**config.mk**
```make
export PLATFORM = sky130hd
export DESIGN_NAME = pc_stall_ctrl_flat
export DESIGN_NICKNAME = d
export VERILOG_FILES = /design/src/rtl/pc_stall_ctrl_pkg.sv /design/src/rtl/pc_stall_ctrl_if.sv /design/src/rtl/pc_stall_ctrl_md_busy_fsm.sv /design/src/rtl/pc_stall_ctrl.sv /design/src/flat_wrapper.sv
export SDC_FILE = /design/constraint.sdc
export NUM_CORES = 1
export LEC_CHECK = 0
export ABC_CLOCK_PERIOD_IN_PS = 1800
export BUFFER_PORTS_ARGS = -buffer_cell sky130_fd_sc_hd__buf_4
export CAP_MARGIN = 20
export CORE_UTILIZATION = 40
export DETAILED_ROUTE_END_ITERATION = 6
export PLACE_DENSITY_LB_ADDON = 0.25
export SYNTH_ARGS = -nofsm -noshare
export SYNTH_HDL_FRONTEND = slang
export SYNTH_SLANG_ARGS = --single-unit
```
**constraint.sdc**
```tcl
create_clock -name clk -period 1.8 [get_ports clk]
set_input_delay 0.36 -clock clk [delete_from_list [all_inputs] [get_ports clk]]
set_output_delay 0.36 -clock clk [all_outputs]
set_load 0.02 [all_outputs]
```
**src/rtl/pc_stall_ctrl_pkg.sv**
```systemverilog
// Shared control definitions for the pipeline stall scheduler: MD FSM states,
// register-number width, default MD latencies and the operand match helper.
package cpu_ctrl_pkg;

  localparam int REG_W        = 5;
  localparam int MULT_LAT_DEF = 5;
  localparam int DIV_LAT_DEF  = 32;

  typedef enum logic {
    IDLE = 1'b0,
    BUSY = 1'b1
  } mdState_t;

  // Register $0 never carries a dependency, so it is excluded from every match.
  function automatic logic regMatch(input logic useReg,
                                    input logic [REG_W-1:0] srcReg,
                                    input logic [REG_W-1:0] dstReg);
    return useReg && (srcReg != '0) && (srcReg == dstReg);
  endfunction

endpackage

```
**src/rtl/pc_stall_ctrl_if.sv**
```systemverilog
// Stage-signal bundle between the decode/EX/MEM pipeline and the stall scheduler.
// master = pipeline side, slave = pc_stall_ctrl.
interface pc_stall_ctrl_if;
  import cpu_ctrl_pkg::*;

  logic [REG_W-1:0] RsD;
  logic [REG_W-1:0] RtD;
  logic             UseRsD;
  logic             UseRtD;
  logic             IsJBrD;
  logic             MdStartD;
  logic             MdDivD;
  logic             MdUseD;
  logic [REG_W-1:0] WriteRegE;
  logic             RegWriteE;
  logic             MemReadE;
  logic [REG_W-1:0] WriteRegM;
  logic             MemReadM;
  logic             MemWaitM;
  logic             PCEn;
  logic             IFIDEn;
  logic             IDEXEn;
  logic             IDEXFlush;
  logic             MdBusy;
  logic             MdDone;

  modport master (
    output RsD, RtD, UseRsD, UseRtD, IsJBrD, MdStartD, MdDivD, MdUseD,
           WriteRegE, RegWriteE, MemReadE, WriteRegM, MemReadM, MemWaitM,
    input  PCEn, IFIDEn, IDEXEn, IDEXFlush, MdBusy, MdDone
  );

  modport slave (
    input  RsD, RtD, UseRsD, UseRtD, IsJBrD, MdStartD, MdDivD, MdUseD,
           WriteRegE, RegWriteE, MemReadE, WriteRegM, MemReadM, MemWaitM,
    output PCEn, IFIDEn, IDEXEn, IDEXFlush, MdBusy, MdDone
  );

endinterface

```
**src/rtl/pc_stall_ctrl_md_busy_fsm.sv**
```systemverilog
// Multiply/divide occupancy tracker: a down-counter loaded on an accepted start,
// with a registered busy flag and a one-cycle done pulse after the last busy cycle.
module md_busy_fsm
  import cpu_ctrl_pkg::*;
#(
  parameter int MULT_LAT = MULT_LAT_DEF,
  parameter int DIV_LAT  = DIV_LAT_DEF,
  parameter int CNT_W    = 6
) (
  input  logic clk,
  input  logic rst_n,
  input  logic mdStart,
  input  logic mdDiv,
  output logic mdBusy,
  output logic mdDone
);

  localparam logic [CNT_W-1:0] MULT_CNT = CNT_W'(MULT_LAT);
  localparam logic [CNT_W-1:0] DIV_CNT  = CNT_W'(DIV_LAT);
  localparam logic [CNT_W-1:0] LAST_CNT = CNT_W'(1);

  mdState_t         state;
  logic [CNT_W-1:0] cnt;

  // The counter keeps running through memory freezes; the MD unit is not
  // part of the frozen front end. mdStart is only qualified by the caller.
  always_ff @(posedge clk or negedge rst_n) begin
    if (!rst_n) begin
      state  <= IDLE;
      cnt    <= '0;
      mdBusy <= 1'b0;
      mdDone <= 1'b0;
    end else begin
      case (state)
        IDLE: begin
          mdDone <= 1'b0;
          if (mdStart) begin
            cnt    <= mdDiv ? DIV_CNT : MULT_CNT;
            state  <= BUSY;
            mdBusy <= 1'b1;
          end
        end
        BUSY: begin
          if (cnt == LAST_CNT) begin
            cnt    <= '0;
            state  <= IDLE;
            mdBusy <= 1'b0;
            mdDone <= 1'b1;
          end else begin
            cnt    <= cnt - LAST_CNT;
            mdDone <= 1'b0;
          end
        end
        default: begin
          state  <= IDLE;
          cnt    <= '0;
          mdBusy <= 1'b0;
          mdDone <= 1'b0;
        end
      endcase
    end
  end

endmodule

```
**src/rtl/pc_stall_ctrl.sv**
```systemverilog
// Hazard and stall scheduler for the 5-stage pipeline: PC / IF-ID / ID-EX control.
// Optional PC_STALL_PERF_EN adds saturating StallCnt / FreezeCnt counters.
module pc_stall_ctrl
  import cpu_ctrl_pkg::*;
#(
  parameter int MULT_LAT = MULT_LAT_DEF,
  parameter int DIV_LAT  = DIV_LAT_DEF,
  parameter int CNT_W    = 6
) (
  input  logic              clk,
  input  logic              rst_n,
  pc_stall_ctrl_if.slave    bus
`ifdef PC_STALL_PERF_EN
  ,
  output logic [31:0]       StallCnt,
  output logic [31:0]       FreezeCnt
`endif
);

  logic rsMatchE, rtMatchE, rsMatchM, rtMatchM;
  logic luse, brh, mdh, stall;
  logic mdStartAcc;
  logic mdBusy, mdDone;

  assign rsMatchE = regMatch(bus.UseRsD, bus.RsD, bus.WriteRegE);
  assign rtMatchE = regMatch(bus.UseRtD, bus.RtD, bus.WriteRegE);
  assign rsMatchM = regMatch(bus.UseRsD, bus.RsD, bus.WriteRegM);
  assign rtMatchM = regMatch(bus.UseRtD, bus.RtD, bus.WriteRegM);

  // Branches resolve in ID, so they also wait on ALU results still in EX and
  // on loads that have only reached MEM.
  assign luse  = bus.MemReadE && (rsMatchE || rtMatchE);
  assign brh   = bus.IsJBrD &&
                 ((bus.RegWriteE && (rsMatchE || rtMatchE)) ||
                  (bus.MemReadM  && (rsMatchM || rtMatchM)));
  assign mdh   = mdBusy && (bus.MdUseD || bus.MdStartD);
  assign stall = luse || brh || mdh;

  assign mdStartAcc = bus.MdStartD && !stall && !bus.MemWaitM;

  md_busy_fsm #(
    .MULT_LAT (MULT_LAT),
    .DIV_LAT  (DIV_LAT),
    .CNT_W    (CNT_W)
  ) uMdBusyFsm (
    .clk     (clk),
    .rst_n   (rst_n),
    .mdStart (mdStartAcc),
    .mdDiv   (bus.MdDivD),
    .mdBusy  (mdBusy),
    .mdDone  (mdDone)
  );

  assign bus.MdBusy = mdBusy;
  assign bus.MdDone = mdDone;

  // A memory wait freezes everything, including ID/EX, so no bubble is needed.
  always_comb begin
    bus.PCEn      = 1'b1;
    bus.IFIDEn    = 1'b1;
    bus.IDEXEn    = 1'b1;
    bus.IDEXFlush = 1'b0;
    if (bus.MemWaitM) begin
      bus.PCEn   = 1'b0;
      bus.IFIDEn = 1'b0;
      bus.IDEXEn = 1'b0;
    end else if (stall) begin
      bus.PCEn      = 1'b0;
      bus.IFIDEn    = 1'b0;
      bus.IDEXFlush = 1'b1;
    end
  end

`ifdef PC_STALL_PERF_EN
  always_ff @(posedge clk or negedge rst_n) begin
    if (!rst_n) begin
      StallCnt  <= '0;
      FreezeCnt <= '0;
    end else begin
      if (stall && !bus.MemWaitM && (StallCnt != 32'hFFFF_FFFF))
        StallCnt <= StallCnt + 32'd1;
      if (bus.MemWaitM && (FreezeCnt != 32'hFFFF_FFFF))
        FreezeCnt <= FreezeCnt + 32'd1;
    end
  end
`endif

endmodule

```
**src/flat_wrapper.sv**
```systemverilog
// flat-port wrapper written by rule: the top's interface ports become plain ports
module pc_stall_ctrl_flat import cpu_ctrl_pkg::*;
#(
  parameter int MULT_LAT = MULT_LAT_DEF,
  parameter int DIV_LAT  = DIV_LAT_DEF,
  parameter int CNT_W    = 6
)
  (clk, rst_n, bus_RsD, bus_RtD, bus_UseRsD, bus_UseRtD, bus_IsJBrD, bus_MdStartD, bus_MdDivD, bus_MdUseD, bus_WriteRegE, bus_RegWriteE, bus_MemReadE, bus_WriteRegM, bus_MemReadM, bus_MemWaitM, bus_PCEn, bus_IFIDEn, bus_IDEXEn, bus_IDEXFlush, bus_MdBusy, bus_MdDone);
  pc_stall_ctrl_if bus_i ();
  input  logic clk;
  input  logic rst_n;
  input wire logic [$bits(bus_i.RsD)-1:0] bus_RsD;
  input wire logic [$bits(bus_i.RtD)-1:0] bus_RtD;
  input wire logic [$bits(bus_i.UseRsD)-1:0] bus_UseRsD;
  input wire logic [$bits(bus_i.UseRtD)-1:0] bus_UseRtD;
  input wire logic [$bits(bus_i.IsJBrD)-1:0] bus_IsJBrD;
  input wire logic [$bits(bus_i.MdStartD)-1:0] bus_MdStartD;
  input wire logic [$bits(bus_i.MdDivD)-1:0] bus_MdDivD;
  input wire logic [$bits(bus_i.MdUseD)-1:0] bus_MdUseD;
  input wire logic [$bits(bus_i.WriteRegE)-1:0] bus_WriteRegE;
  input wire logic [$bits(bus_i.RegWriteE)-1:0] bus_RegWriteE;
  input wire logic [$bits(bus_i.MemReadE)-1:0] bus_MemReadE;
  input wire logic [$bits(bus_i.WriteRegM)-1:0] bus_WriteRegM;
  input wire logic [$bits(bus_i.MemReadM)-1:0] bus_MemReadM;
  input wire logic [$bits(bus_i.MemWaitM)-1:0] bus_MemWaitM;
  output wire logic [$bits(bus_i.PCEn)-1:0] bus_PCEn;
  output wire logic [$bits(bus_i.IFIDEn)-1:0] bus_IFIDEn;
  output wire logic [$bits(bus_i.IDEXEn)-1:0] bus_IDEXEn;
  output wire logic [$bits(bus_i.IDEXFlush)-1:0] bus_IDEXFlush;
  output wire logic [$bits(bus_i.MdBusy)-1:0] bus_MdBusy;
  output wire logic [$bits(bus_i.MdDone)-1:0] bus_MdDone;
  assign bus_i.RsD = bus_RsD;
  assign bus_i.RtD = bus_RtD;
  assign bus_i.UseRsD = bus_UseRsD;
  assign bus_i.UseRtD = bus_UseRtD;
  assign bus_i.IsJBrD = bus_IsJBrD;
  assign bus_i.MdStartD = bus_MdStartD;
  assign bus_i.MdDivD = bus_MdDivD;
  assign bus_i.MdUseD = bus_MdUseD;
  assign bus_i.WriteRegE = bus_WriteRegE;
  assign bus_i.RegWriteE = bus_RegWriteE;
  assign bus_i.MemReadE = bus_MemReadE;
  assign bus_i.WriteRegM = bus_WriteRegM;
  assign bus_i.MemReadM = bus_MemReadM;
  assign bus_i.MemWaitM = bus_MemWaitM;
  assign bus_PCEn = bus_i.PCEn;
  assign bus_IFIDEn = bus_i.IFIDEn;
  assign bus_IDEXEn = bus_i.IDEXEn;
  assign bus_IDEXFlush = bus_i.IDEXFlush;
  assign bus_MdBusy = bus_i.MdBusy;
  assign bus_MdDone = bus_i.MdDone;
  pc_stall_ctrl #(.MULT_LAT(MULT_LAT), .DIV_LAT(DIV_LAT), .CNT_W(CNT_W)) u_core (.clk(clk), .rst_n(rst_n), .bus(bus_i));
endmodule
```
Word-level counts from Yosys, hierarchy flattened
Cells that the tools add are included.

operators by class
  reductions and logical operators = 24
  bitwise operators = 1
  add/sub/neg operators = 1
  muxes and demuxes = 17
  eq/ne operators = 7

operators by type and width
  operator                                                            count
  5-bit == test                                                       4
  6-bit 2-to-1 mux                                                    3
  1-bit logical AND                                                   13
  6-bit one-hot mux with 2 select lines                               1
  1-bit 2-to-1 mux                                                    10
  5-bit nonzero test                                                  2
  6-bit by 1-bit == test with 1-bit output, second input constant     1
  1-bit logical OR                                                    6
  1-bit one-hot mux with 2 select lines                               3
  6-bit by 1-bit subtractor with 6-bit output, second input constant  1
  2-bit by 1-bit != test with 1-bit output, second input constant     2
  1-bit zero test                                                     2
  2-bit AND reduction                                                 1
  1-bit NOT                                                           1

storage, ports and cells
  bits in registers = 9
  word-level logic and storage cells = 54
  input bits = 32
  output and inout bits = 6

Logic depth before layout (Yosys ltp)
  depth after elaboration = 14
  depth in mapped cells = 7
  depth with buffers taken out = 7

Hierarchy
Synthesis repeated with hierarchy kept, for this count alone.

unflattened totals
  cell total of the unflattened synthesis = 88
  area total of the unflattened synthesis = 813.3 um^2

modules (own cells, without submodules)
  module         sequential area each (um^2)  times used  area an instance (um^2)  cells each
  md_busy_fsm    225.2                        1           490.5                    47
  pc_stall_ctrl  0.0                          1           322.8                    41

Least setup slack after synthesis
Ideal clock, no wire load.

  path type = input -> output
  start = input bus_RtD[0]
  end = output bus_PCEn
  path buffers = 1
  stages on the path = 5
  path slack = -0.530 ns
  data required time = 1.440 ns
  arrival time = 1.970 ns
  cell sequence = or4_1 o21ai_2 o22ai_2 nor3_1 buf_4

between the ends
  longest elaborated chain between the ends = 11
  elaborated cells between the ends (all ways) = 17
  classes of those cells = eq/ne (2); mux (2); reduce/logical (13)

RTL lines
  element                               RTL line                                                       source
  start: declaration                    flat_wrapper.sv:13                                             input wire logic [$bits(bus_i.RtD)-1:0] bus_RtD;
  5-bit nonzero test                    pc_stall_ctrl_pkg.sv:18                                        return useReg && (srcReg != '0) && (srcReg == dstReg);
  1-bit logical AND (2 in a row)        pc_stall_ctrl_pkg.sv:18
  1-bit logical OR (on tied branches)   pc_stall_ctrl.sv:32, pc_stall_ctrl.sv:34, pc_stall_ctrl.sv:35
  1-bit logical AND (on tied branches)  pc_stall_ctrl.sv:34, pc_stall_ctrl.sv:35
  1-bit logical OR                      pc_stall_ctrl.sv:34                                            ((bus.RegWriteE && (rsMatchE || rtMatchE)) ||
  1-bit logical AND                     pc_stall_ctrl.sv:33                                            assign brh = bus.IsJBrD &&
  1-bit logical OR * (2 in a row)       pc_stall_ctrl.sv:37                                            assign stall = luse || brh || mdh;
  1-bit 2-to-1 mux * (2 in a row)       -
  end: declaration                      flat_wrapper.sv:26                                             output wire logic [$bits(bus_i.PCEn)-1:0] bus_PCEn;

Every way passes the cells marked *; elsewhere a longest branch is shown, timed or not.

Worst setup path in the final report
  start = input bus_RsD[1]
  end = output bus_PCEn

between the ends
  longest elaborated chain between the ends = 11
  elaborated cells between the ends (all ways) = 17
  classes of those cells = eq/ne (2); mux (2); reduce/logical (13)

RTL lines
  element                               RTL line                                                       source
  start: declaration                    flat_wrapper.sv:12                                             input wire logic [$bits(bus_i.RsD)-1:0] bus_RsD;
  5-bit nonzero test                    pc_stall_ctrl_pkg.sv:18
  1-bit logical AND (2 in a row)        pc_stall_ctrl_pkg.sv:18
  1-bit logical OR (on tied branches)   pc_stall_ctrl.sv:32, pc_stall_ctrl.sv:34, pc_stall_ctrl.sv:35
  1-bit logical AND (on tied branches)  pc_stall_ctrl.sv:34, pc_stall_ctrl.sv:35
  1-bit logical OR                      pc_stall_ctrl.sv:34
  1-bit logical AND                     pc_stall_ctrl.sv:33
  1-bit logical OR * (2 in a row)       pc_stall_ctrl.sv:37
  1-bit 2-to-1 mux *                    pc_stall_ctrl.sv:67                                            end else if (stall) begin
  1-bit 2-to-1 mux *                    pc_stall_ctrl.sv:63                                            if (bus.MemWaitM) begin

Marked as above.

==> run metrics <==
status=complete, but fails checks; failing checks=setup timing; register area share after synthesis=between 20% and 30%; cell accounting for the most synthesized area=dfrtp_1; vias in the first global route=roughly 840; LEAKAGE=0.590 nW; Max stage delay on crit path=about 0.54 ns; Register Area=225 um^2; initial drt markers=17; H-tree levels=1; drt drc=0; worst path cell trace=buf_8 -> or4_4 -> o21ai_4 -> o22ai_4 -> nor3_4 -> buf_6; Rows=15; wire per inst=~14 um; Worst-Margin Slew=about 0.32 ns; R2R cell count=6; DR vias=912; Worst EP required=between 1 and 1.5 ns; initial antenna violation count=0; Setup CP Type=in2out; Synth Net Count=between 100 and 150; Worst-Skew Late Latency=between 0.2 and 0.3 ns; Synth Cell Area=777 um^2; Post-synth EDFFs=0; Slew Limit Headroom=approximately four fifths; worst path arrival time=approximately 1.6 ns; Sink Count=9; Filler cells=~130; max-cap violation count=0; Clock Path Buffers=2; clk root buf=clkbuf_4; CTS Buf Count=3; area occupied by multi-input gates=between 600 and 700 um^2; Ant. Diodes=0; All-Layer GR Usage=approximately 23%; RePlAce Congestion=0.877; Syn Inst Count=95; clock-pin slew on the worst setup and hold paths=0.06 ns; asr flop ratio synth=100%; Total Nets Final=180; grt total ovfl=0; largest net degree at the start of global routing=11; Synth Register Bits=9; yosys synthesis warning count=0; total length of routed wires=2320 um; Slew Viols, Final=0; TNS Setup=-0.982 ns; layout cells sized above 1=between 40% and 50%; Yosys cell types=25; Die Wd=46.1 um; final worst slack=-0.200 ns; first-pass GRT wire length=between 3000 and 4000 um; Initial Util=between 40% and 50%; core area=around 1800 um^2; # setup viols final=6; Design Power=roughly 0.00055 W; DR vias/cell=approximately 5.4; Final ANT Viol Nets=0; Final period util=111%; highest ir drop seen on vdd=slightly above 300 uV; synthesis-to-finish area growth=72.0%; CP max FO=3; critical path endpoint category=output port; Synth area leaders=dfrtp_1, xor2_1, nor2_1; fmax=~500 MHz; Synth top area share=slightly below 30%; Top FF cell, synth=dfrtp_1; Finished Cell Area=about 1300 um^2; Fin. Hold Viols=0; startpoint types=input port; Hold Crit Class=in2reg; die area=about 2100 um^2; cell area after placement=1160 um^2; most frequent cells in the layout=buf_4, xor2_1, nor2_1, dfrtp_1; TritonCTS clock tree=built; unrepaired setup endpoints after global routing=yes; Cell Pwr Density=415 nW/um^2; Max Clock Skew=approximately 0.0019 ns; DR pass1 iterations=4; Die Y=46.1 um; I/O Buffers=37; I/O pin cnt=38; Final min period=about 2 ns; Slowest cell on crit path=or4_4; dpl hpwl=~1700 um; Post-Syn Area per Cell=roughly 8 um^2; Hold Path Depth=3; most common cell after layout, fill and taps aside=buf_4
==> cell type report <==
class	instances	area share (%)
clock buffer	4	1.97
multi-input combinational	77	46.3
inverter	7	1.97
tap	25	2.34
sequential	9	16.9
timing repair buffer	48	30.5
==> cells by family after synthesis <==
| group | share of synthesized area [%] |
|---|---|
| and+or+nand+nor | 22.4 |
| xor gates and xnor gates | 23.7 |
| AOI/OAI and AO/OA | 16.9 |
| buffers and inverters | 4.83 |
| DFF | 29.0 |
| adders and majority gates | 3.22 |
==> timing repair <==
item                                    4_1_cts  5_1_grt
pin swaps                                     1        8
endpoints found under the setup margin        3        7
setup buffers                                 1        2
hold buffers                                  1        0
endpoints found under the hold margin         9        0
resized for setup                            10       15
==> power by group <==
part	internal [W]	switching [W]
logic	0.000105	0.0000877
registers	0.000202	0
clock network	0.0000855	0.0000732
total	0.000393	0.000161
==> layer usage <==
layer / global-route usage (%) / wire length, um / vias to the layer above
met5: 0 / 0 / -
met2: 38.3 / 1190 / 37
li1: - / - / 440
met1: 29.1 / 966 / 429
met4: 5.88 / 26 / 0
met3: 4.71 / 137 / 6
==> critical path: cells and delay by family <==
| family | cells | cell delay (ns) |
|---|---|---|
| buffers and inverters | 2 | 0.25 |
| AO/OA/AOI/OAI | 2 | 0.27 |
| AND/OR/NAND/NOR | 2 | 0.76 |
==> Yosys cell counts (all sizes together), types with 2 or more instances <==
| master | number |
|---|---|
| xor2 | 20 |
| nor2 | 11 |
| dfrtp | 9 |
| nand2 | 8 |
| inv | 6 |
| nor4 | 5 |
| o21ai | 5 |
| nor3 | 4 |
| or4 | 4 |
| a31oi | 3 |
| nand3 | 3 |
| a22oi | 2 |
| ha | 2 |
| o221ai | 2 |
| o22ai | 2 |
| o31ai | 2 |
==> state kept, by name (all words and copies together), names as in the netlist <==
signal / flops
u_core.uMdBusyFsm.mdBusy: 1
u_core.uMdBusyFsm.cnt: 6
u_core.uMdBusyFsm.mdDone: 1
u_core.uMdBusyFsm.state: 1
==> metrics by stage <==
step	setup slack [ns]	util, %	hold slack (ns)	cells
after CTS	-0.208	70.8	0.455	168
after detailed placement	-0.230	66.0	0.188	162
after global routing	-0.256	75.7	0.442	170
after global placement	-0.214	66.0	0.188	162
final	-0.200	75.7	0.430	170
after floorplan	-0.210	-	0.0644	95
==> final timing paths <==
path,start,to,slack (ns)
min in group asynchronous,rst_n,u_core.uMdBusyFsm.cnt[1]$_DFFE_PN0P_,0.46
worst max register to register,u_core.uMdBusyFsm.cnt[2]$_DFFE_PN0P_,u_core.uMdBusyFsm.cnt[4]$_DFFE_PN0P_,0.30
worst min register to register,u_core.uMdBusyFsm.cnt[5]$_DFFE_PN0P_,u_core.uMdBusyFsm.cnt[5]$_DFFE_PN0P_,0.56
max in group asynchronous,rst_n,u_core.uMdBusyFsm.cnt[2]$_DFFE_PN0P_,1.20
worst max-delay path,bus_RsD[1],bus_PCEn,-0.20
worst min-delay path,bus_MdDivD,u_core.uMdBusyFsm.cnt[0]$_DFFE_PN0P_,0.43
(Power assumes the default switching activity.)
